$ cat config.mk
export PLATFORM = sky130hd
export DESIGN_NAME = debug_led_bar
export DESIGN_NICKNAME = d
export VERILOG_FILES = /design/src/rtl/debug_led_pkg.sv /design/src/rtl/debug_tick_gen.sv /design/src/rtl/debug_led_bar.sv
export SDC_FILE = /design/constraint.sdc
export NUM_CORES = 1
export LEC_CHECK = 0
export ABC_AREA = 1
export CAP_MARGIN = 20
export CORE_UTILIZATION = 25
export CTS_BUF_LIST = sky130_fd_sc_hd__clkbuf_4 sky130_fd_sc_hd__clkbuf_8
export DETAILED_ROUTE_END_ITERATION = 10
export GPL_TIMING_DRIVEN = 0
export PLACE_DENSITY_LB_ADDON = 0.25
export SLEW_MARGIN = 20
export SYNTH_ARGS = -nofsm -noshare
export SYNTH_HDL_FRONTEND = slang
export SYNTH_SLANG_ARGS = --single-unit
$ cat constraint.sdc
create_clock -name clk -period 2.22 [get_ports clk]
set_clock_uncertainty 0.15 [all_clocks]
set_input_delay 0.222 -clock clk [delete_from_list [all_inputs] [get_ports clk]]
set_output_delay 0.222 -clock clk [all_outputs]
set_load 0.01 [all_outputs]
$ cat src/rtl/debug_led_pkg.sv
// Shared types and helpers for the debug LED bar and its prescaler.
package debug_led_pkg;

  typedef enum logic [1:0] {
    MODE_COUNT = 2'd0,
    MODE_GRAY  = 2'd1,
    MODE_SCAN  = 2'd2,
    MODE_LATCH = 2'd3
  } mode_e;

  // Counter width for values 0..n-1, never narrower than one bit.
  function automatic int clog2_min1(input int n);
    int w;
    w = $clog2(n);
    return (w < 1) ? 1 : w;
  endfunction

endpackage

$ cat src/rtl/debug_tick_gen.sv
// Free-running prescaler: one-cycle tick every DIV enabled cycles, with clear and hold.
module debug_tick_gen
  import debug_led_pkg::*;
#(
  parameter int DIV = 8388608
) (
  input  logic clk,
  input  logic rst,
  input  logic clr_i,
  input  logic hold_i,
  output logic tick_o
);

  localparam int CW = clog2_min1(DIV);
  localparam logic [CW-1:0] LAST = CW'(DIV - 1);

  logic [CW-1:0] r_cnt;
  logic          w_at_last;

  assign w_at_last = (r_cnt == LAST);
  assign tick_o    = w_at_last & ~hold_i;

  // Prescaler count; clear wins over hold so a mode change restarts the period.
  always_ff @(posedge clk) begin
    if (rst) begin
      r_cnt <= '0;
    end else if (clr_i) begin
      r_cnt <= '0;
    end else if (hold_i) begin
      r_cnt <= r_cnt;
    end else if (w_at_last) begin
      r_cnt <= '0;
    end else begin
      r_cnt <= r_cnt + CW'(1);
    end
  end

endmodule

$ cat src/rtl/debug_led_bar.sv
// Debug LED bar: count, Gray count, bouncing scanner or latched value, advanced by a prescaled tick.
module debug_led_bar
  import debug_led_pkg::*;
#(
  parameter int WIDTH      = 8,
  parameter int DIV        = 8388608,
  parameter bit ACTIVE_LOW = 1'b0
) (
  input  logic             clk,
  input  logic             rst,
  input  logic [1:0]       mode_i,
  input  logic             freeze_i,
  input  logic [WIDTH-1:0] data_i,
  input  logic             data_valid_i,
  output logic [WIDTH-1:0] leds_o,
  output logic             tick_o
);

  mode_e            r_mode;
  logic [WIDTH-1:0] r_bin;
  logic [WIDTH-1:0] r_pat;
  logic             r_dir_down;

  logic             w_mode_chg;
  logic             w_tick;
  logic [WIDTH-1:0] w_bin_inc;
  logic [WIDTH-1:0] w_shift;
  logic [WIDTH-1:0] w_bin_nxt;
  logic [WIDTH-1:0] w_pat_nxt;
  logic             w_dir_down_nxt;

  assign w_mode_chg = (mode_i != r_mode);
  assign w_bin_inc  = r_bin + WIDTH'(1);

  debug_tick_gen #(.DIV(DIV)) u_tick (
    .clk    (clk),
    .rst    (rst),
    .clr_i  (w_mode_chg),
    .hold_i (freeze_i),
    .tick_o (w_tick)
  );

  // Next pattern state; mode change beats freeze, which beats tick/data_valid.
  always_comb begin
    w_bin_nxt      = r_bin;
    w_pat_nxt      = r_pat;
    w_dir_down_nxt = r_dir_down;
    w_shift        = '0;
    if (w_mode_chg) begin
      w_bin_nxt      = '0;
      w_dir_down_nxt = 1'b0;
      if (mode_e'(mode_i) == MODE_SCAN) begin
        w_pat_nxt = WIDTH'(1);
      end else begin
        w_pat_nxt = '0;
      end
    end else if (freeze_i) begin
      w_pat_nxt = r_pat;
    end else begin
      case (r_mode)
        MODE_COUNT: begin
          if (w_tick) begin
            w_bin_nxt = w_bin_inc;
            w_pat_nxt = w_bin_inc;
          end else begin
            w_bin_nxt = r_bin;
          end
        end
        MODE_GRAY: begin
          if (w_tick) begin
            w_bin_nxt = w_bin_inc;
            w_pat_nxt = w_bin_inc ^ (w_bin_inc >> 1);
          end else begin
            w_bin_nxt = r_bin;
          end
        end
        MODE_SCAN: begin
          // Direction flips on arrival at an end, so each end is shown for one tick.
          if (!w_tick) begin
            w_pat_nxt = r_pat;
          end else if (WIDTH == 1) begin
            w_pat_nxt = WIDTH'(1);
          end else if (!r_dir_down) begin
            w_shift        = r_pat << 1;
            w_pat_nxt      = w_shift;
            w_dir_down_nxt = w_shift[WIDTH-1];
          end else begin
            w_shift        = r_pat >> 1;
            w_pat_nxt      = w_shift;
            w_dir_down_nxt = ~w_shift[0];
          end
        end
        MODE_LATCH: begin
          if (data_valid_i) begin
            w_pat_nxt = data_i;
          end else begin
            w_pat_nxt = r_pat;
          end
        end
        default: begin
          w_pat_nxt = '0;
        end
      endcase
    end
  end

  // Mode and pattern registers.
  always_ff @(posedge clk) begin
    if (rst) begin
      r_mode     <= MODE_COUNT;
      r_bin      <= '0;
      r_pat      <= '0;
      r_dir_down <= 1'b0;
    end else begin
      r_mode     <= mode_e'(mode_i);
      r_bin      <= w_bin_nxt;
      r_pat      <= w_pat_nxt;
      r_dir_down <= w_dir_down_nxt;
    end
  end

  assign leds_o = r_pat ^ {WIDTH{ACTIVE_LOW}};
  assign tick_o = w_tick;

endmodule

; ---- Word-level counts from Yosys, hierarchy flattened
; Cells that the tools add are included.
; W data, S select, Z words.
[totals]
register_bits = 42
input_bits = 14
out_inout_bits = 9
word_cells = 39
[classes]
add_sub_neg = 2
eq_ne = 11
muxes = 11
n_bitwise = 4
reduce_logical = 6
[op_table]
columns = cell, count
row1 = $mux W8, 7
row2 = $pmux W8 S4, 1
row3 = $add A23 B1 Y23 const B, 1
row4 = $eq A23 B23 Y1 const B, 1
row5 = $mux W23, 1
row6 = $ne A3 B2 Y1 const B, 4
row7 = $add A8 B1 Y8 const B, 1
row8 = $xor A8 B7 Y8, 1
row9 = $eq A2 B2 Y1 const B, 3
row10 = $reduce_and A3 Y1, 2
row11 = $reduce_and A5 Y1, 1
row12 = $reduce_or A2 Y1, 2
row13 = $eq A2 B1 Y1 const B, 1
row14 = $logic_not A2 Y1, 1
row15 = $mux W1, 2
row16 = $ne A2 B1 Y1 const B, 1
row17 = $ne A2 B2 Y1, 1
row18 = $not A1 Y1, 2
row19 = $and A1 B1 Y1, 1

; ---- Depth between registers and ports, before layout
[logic_depth]
depth_word = 6
ltp_mapped = 12
depth_no_buf = 12

; ---- Modules after synthesis
; From an unflattened synthesis, not the netlist that was laid out.
[unflattened]
hier_cells = 394
area_unflattened_um2 = 2635.0
[by_module_without_submodules]
columns = mod, instances, cells_per_inst, area_each_um2, seq_area_each_um2
row1 = debug_led_bar, 1, 210, 1328.8, 380.4
row2 = debug_tick_gen, 1, 184, 1306.3, 460.4

; ---- Worst setup path after synthesis
; No wires, ideal clock.
[synth_path]
kind = flip-flop to flip-flop
startpoint = register u_tick.r_cnt[0]
endpoint = register r_pat[3], in the netlist leds_o[3]
setup_ns = 0.135
t_arrival_ns = 1.423
required_ns = 1.935
path_slack_ns = 0.512
stages_incl_launch_ff = 13
path_buffers = 0
period_less_slack_ns = 1.708
path_cell_list = dfxtp_1 ha_1 inv_1 nor2_2 nand3_4 nor2_8 nand2_4 nand2_4 nand2_4 nand2_2 inv_2 nand2_1 a21oi_2
[synth_via]
elab_chain_len = 4
word_cells_on_any_way = 6
classes_between = eq/ne: 4 / bitwise: 1 / reduce/logical: 1
[synth_lines]
columns = element, line
row1 = start: declaration, debug_tick_gen.sv:17  ; logic [CW-1:0] r_cnt;
row2 = start signal: assignment, debug_tick_gen.sv:30  ; r_cnt <= r_cnt;
row3 = start signal: assignment, debug_tick_gen.sv:34  ; r_cnt <= r_cnt + CW'(1);
row4 = $eq A23 B23 Y1 (*), debug_tick_gen.sv:20  ; assign w_at_last = (r_cnt == LAST);
row5 = $and A1 B1 Y1 (*), debug_tick_gen.sv:21  ; assign tick_o = w_at_last & ~hold_i;
row6 = $ne A3 B2 Y1 (no line), --
row7 = $reduce_and A5 Y1 (no line) (*), --
row8 = end signal: assignment, debug_led_bar.sv:117  ; r_pat <= w_pat_nxt;
row9 = end: declaration, debug_led_bar.sv:21  ; logic [WIDTH-1:0] r_pat;
; Mark *: on every way between the ends. The rest lies on a longest branch, timed or not.
; A chain may end at the register's enable or synchronous reset.

; ---- Worst setup path in the final report
[layout_path]
startpoint = register u_tick.r_cnt[0]
endpoint = output tick_o
[layout_via]
elab_chain_len = 2
[layout_lines]
columns = element, line
row1 = $eq A23 B23 Y1, debug_tick_gen.sv:20
row2 = $and A1 B1 Y1, debug_tick_gen.sv:21
row3 = end: declaration, debug_led_bar.sv:16  ; output logic tick_o
; No other way between the ends.

==> results_dict.tcl <==
set metrics [dict create \
    critPathKind "reg2out" \
    crit_arrival_ns 1.67 \
    worst_skew_pair.late_latency_ns 0.30 \
    synth_xor_area_frac 0.04240 \
    slew_violations 0 \
    rsz0062_at_grt "no" \
    cts.sinks 42 \
    internal_power_mw 1.154 \
    hold_start "u_tick.r_cnt[0]" \
    drt-initial-drc-count 106 \
    p_leak_nw 1.146 \
    r2r_cells 8 \
    synth_fa_ha_area_frac 0.01010 \
    die_x_um 101.6 \
    synth_top_area_frac 0.3392 \
    worst_pin_slew_ns 0.5745 \
    min_period_over_period 0.9201 \
    dp_slack_ns -0.2431 \
    io_buffers 22 \
    mostFrequentLayoutCells "86 x nand2_1, 48 x inv_1, 40 x dfxtp_1" \
    std_cell_rows 35 \
    fin_hold_ws_ns 0.3146 \
    ios 23 \
    synth_top_family_by_area "simple AND/OR/NAND/NOR gates" \
    hold_viol_final 0 \
    grt_pass1_vias 2295 \
    setup.worst_path.end_class "output pin" \
    ys_types 38 \
    clock_path_buffers 2 \
    synthMuxAreaShare 0 \
    cts-buffers-inserted 5 \
    r2r_end "r_bin[6]" \
    path_common_cell "inv_1" \
    layout_commonest_cell "nand2_1" \
    place_inst 514 \
    layout.cells.non_filler 523 \
    die-area_um2 10320 \
    min_period_ns 2.043 \
    drt_wl_total_mm 5.995 \
    p_sw_mw 0.3643 \
    synth_area_leaders "dfxtp_1 34%, nand2_1 13%, inv_1 7.3%" \
    crit_required_ns 1.85 \
    synth_seq_area_share 0.3392 \
    clk_pin_slew_ns 0.09 \
    grt-ovfl-total 0 \
    drive_above_1_share 0.1218 \
    grt_max_degree 14 \
    ys_ff_latch 42 \
    cts_tree "yes" \
    drtAntennaViolNets 0 \
    hold_path.class "reg2reg" \
    vias 2335 \
    gp_congestion 0.8394 \
    syn_inst 363 \
    worst_slack_ns 0.1773 \
    hold_depth 1 \
    grt_pass1_wl_mm 10.36 \
    r2r-start "u_tick.r_cnt[0]" \
    firstDrtPassIters 4 \
    ctsRootBufferMaster "clkbuf_8" \
    timing.slew.headroom 0.6170 \
    cap_viol_max_count 0 \
    syn_nets 379 \
    seqPwrFrac 0.501 \
    nFillCells 1036 \
    cp_max_fo 5 \
    cp_slowest_stage_delay_ns 0.36 \
    start_kind "flop" \
    wire_per_inst_um 11.46 \
    power_frac_comb 0.081 \
    diodes 0 \
    final-setup-viol-count 0 \
    path_buf_inv 3 \
    power_density_nw_per_um2 506.6 \
    syn_area_um2 2479 \
    syn_avg_cell_area_um2 6.828 \
    avgViaCountPerCell 4.465 \
    yosys.area.top_type "dfxtp_1" \
    ys_warn_count 0 \
    grt_use_total 0.1265 \
    synth_compound_area_frac 0.1514 \
    critical-path-top-delay-family "simple AND/OR/NAND/NOR gates" \
    min_to "u_tick.r_cnt[0]" \
    tns_ns 0 \
    place_hpwl_mm 4.625 \
    slowest_stage "dfxtp_2" \
    fp.dieH_um 101.6 \
    vdd_drop_max_uv 237.6 \
    synth-simple-area-share 0.3685 \
    initial_core_util 0.2633 \
    utilization 0.3183 \
    htree_num_levels 2 \
    switching_share 0.2400 \
    antenna_found_initial 0 \
    p_clk_frac 0.418 \
    crit_chain "ha_1 -> inv_1 -> nor2_4 -> nand3_4 -> nor2_8 -> nand2_4 -> inv_1 -> clkbuf_2" \
    status "completed" \
    area_delta_synth_final_pct 20.90 \
    drc_errors 0 \
    reg2reg_slack_ns 0.28 \
    core-area_um2 9415 \
    final_nets 409 \
    timing.fmax_mhz 489.5 \
]
-- worst max-delay path by stage --
stage / start / endpoint / slack [ns] / cells after the start
floorplan: u_tick.r_cnt[0] / leds_o[3] / 0.51 / 12
global placement: freeze_i / tick_o / -0.25 / 7
detailed placement: freeze_i / tick_o / -0.24 / 7
CTS: u_tick.r_cnt[1] / tick_o / 0.05 / 8
global route: u_tick.r_cnt[0] / r_bin[3] / 0.05 / 8
finish: u_tick.r_cnt[0] / tick_o / 0.18 / 8
-- cell usage after synthesis, drive strengths merged --
cell type	instances
nand2	95
inv	51
nor2	48
dfxtp	42
a21oi	29
nand3	26
o21ai	23
nor3	7
xor2	7
nand4	5
xnor2	5
buf	4
nor4	4
a211oi	3
a22oi	2
ha	2
nor3b	2
o31ai	2
a221oi	1
a31oi	1
a41oi	1
clkbuf	1
o211ai	1
o22ai	1
-- power groups by stage --
stage / Combinational, mW / Clock [mW] / Sequential, mW
6_report: 0.123 / 0.635 / 0.760
5_1_grt: 0.136 / 0.689 / 0.761
4_1_cts: 0.124 / 0.654 / 0.760
3_5_place_dp: 0.124 / 0 / 0.778
3_3_place_gp: 0.123 / 0 / 0.778
2_1_floorplan: 0.0704 / 0 / 0.778
-- cell families after synthesis --
family | after synthesis
compound gates | 64
xor+xnor | 12
fa+ha+maj | 2
flops | 42
simple gates | 187
buf+inv | 56
-- through the flow --
stage / power, mW / area [um^2]
6_report: 1.518 / 2997
5_1_grt: 1.586 / 2997
4_1_cts: 1.538 / 2987
3_5_place_dp: 0.9016 / 2860
3_3_place_gp: 0.9011 / 2860
2_1_floorplan: 0.8484 / 2479
-- repair_timing --
item                                    4_1_cts  5_1_grt
gates cloned                                  0        0
setup buffers                                 1        0
endpoints found under the setup margin        1        6
resized for setup                             3        5
hold buffers                                  0        0
pin swaps                                     1        0
-- state kept, by name, indices dropped and copies added, names as in the netlist --
| register | count |
|---|---|
| r_dir_down | 1 |
| r_mode | 2 |
| u_tick.r_cnt | 23 |
| r_bin | 8 |
| leds_o | 8 |
-- area by class of cell --
type                       instances  area (um^2)  area share
buffer                             5        27.53    0.009186
clock buffer                       6        76.32     0.02547
clock inverter                     2        37.54     0.01253
inverter                          51        191.4     0.06388
multi-input combinational        265         1436      0.4793
sequential                        42        843.3      0.2814
tap                              129        161.4     0.05386
timing repair buffer              23        222.7     0.07432
-- worst reg2reg max path, delay by kind of cell (launching register included) --
family	cells	cell delay [ns]
and+or+nand+nor	4	0.82
buffers and inverters	2	0.26
DFF	1	0.36
adders and majority gates	1	0.15
AOI/OAI and AO/OA	1	0.08
-- layer usage --
metal	GRT usage	routed length, um
met1	0.1605	2948
met2	0.2193	2908
met3	0.02484	106
met4	0.03010	31
met5	0	0
(Power assumes the default switching activity.)
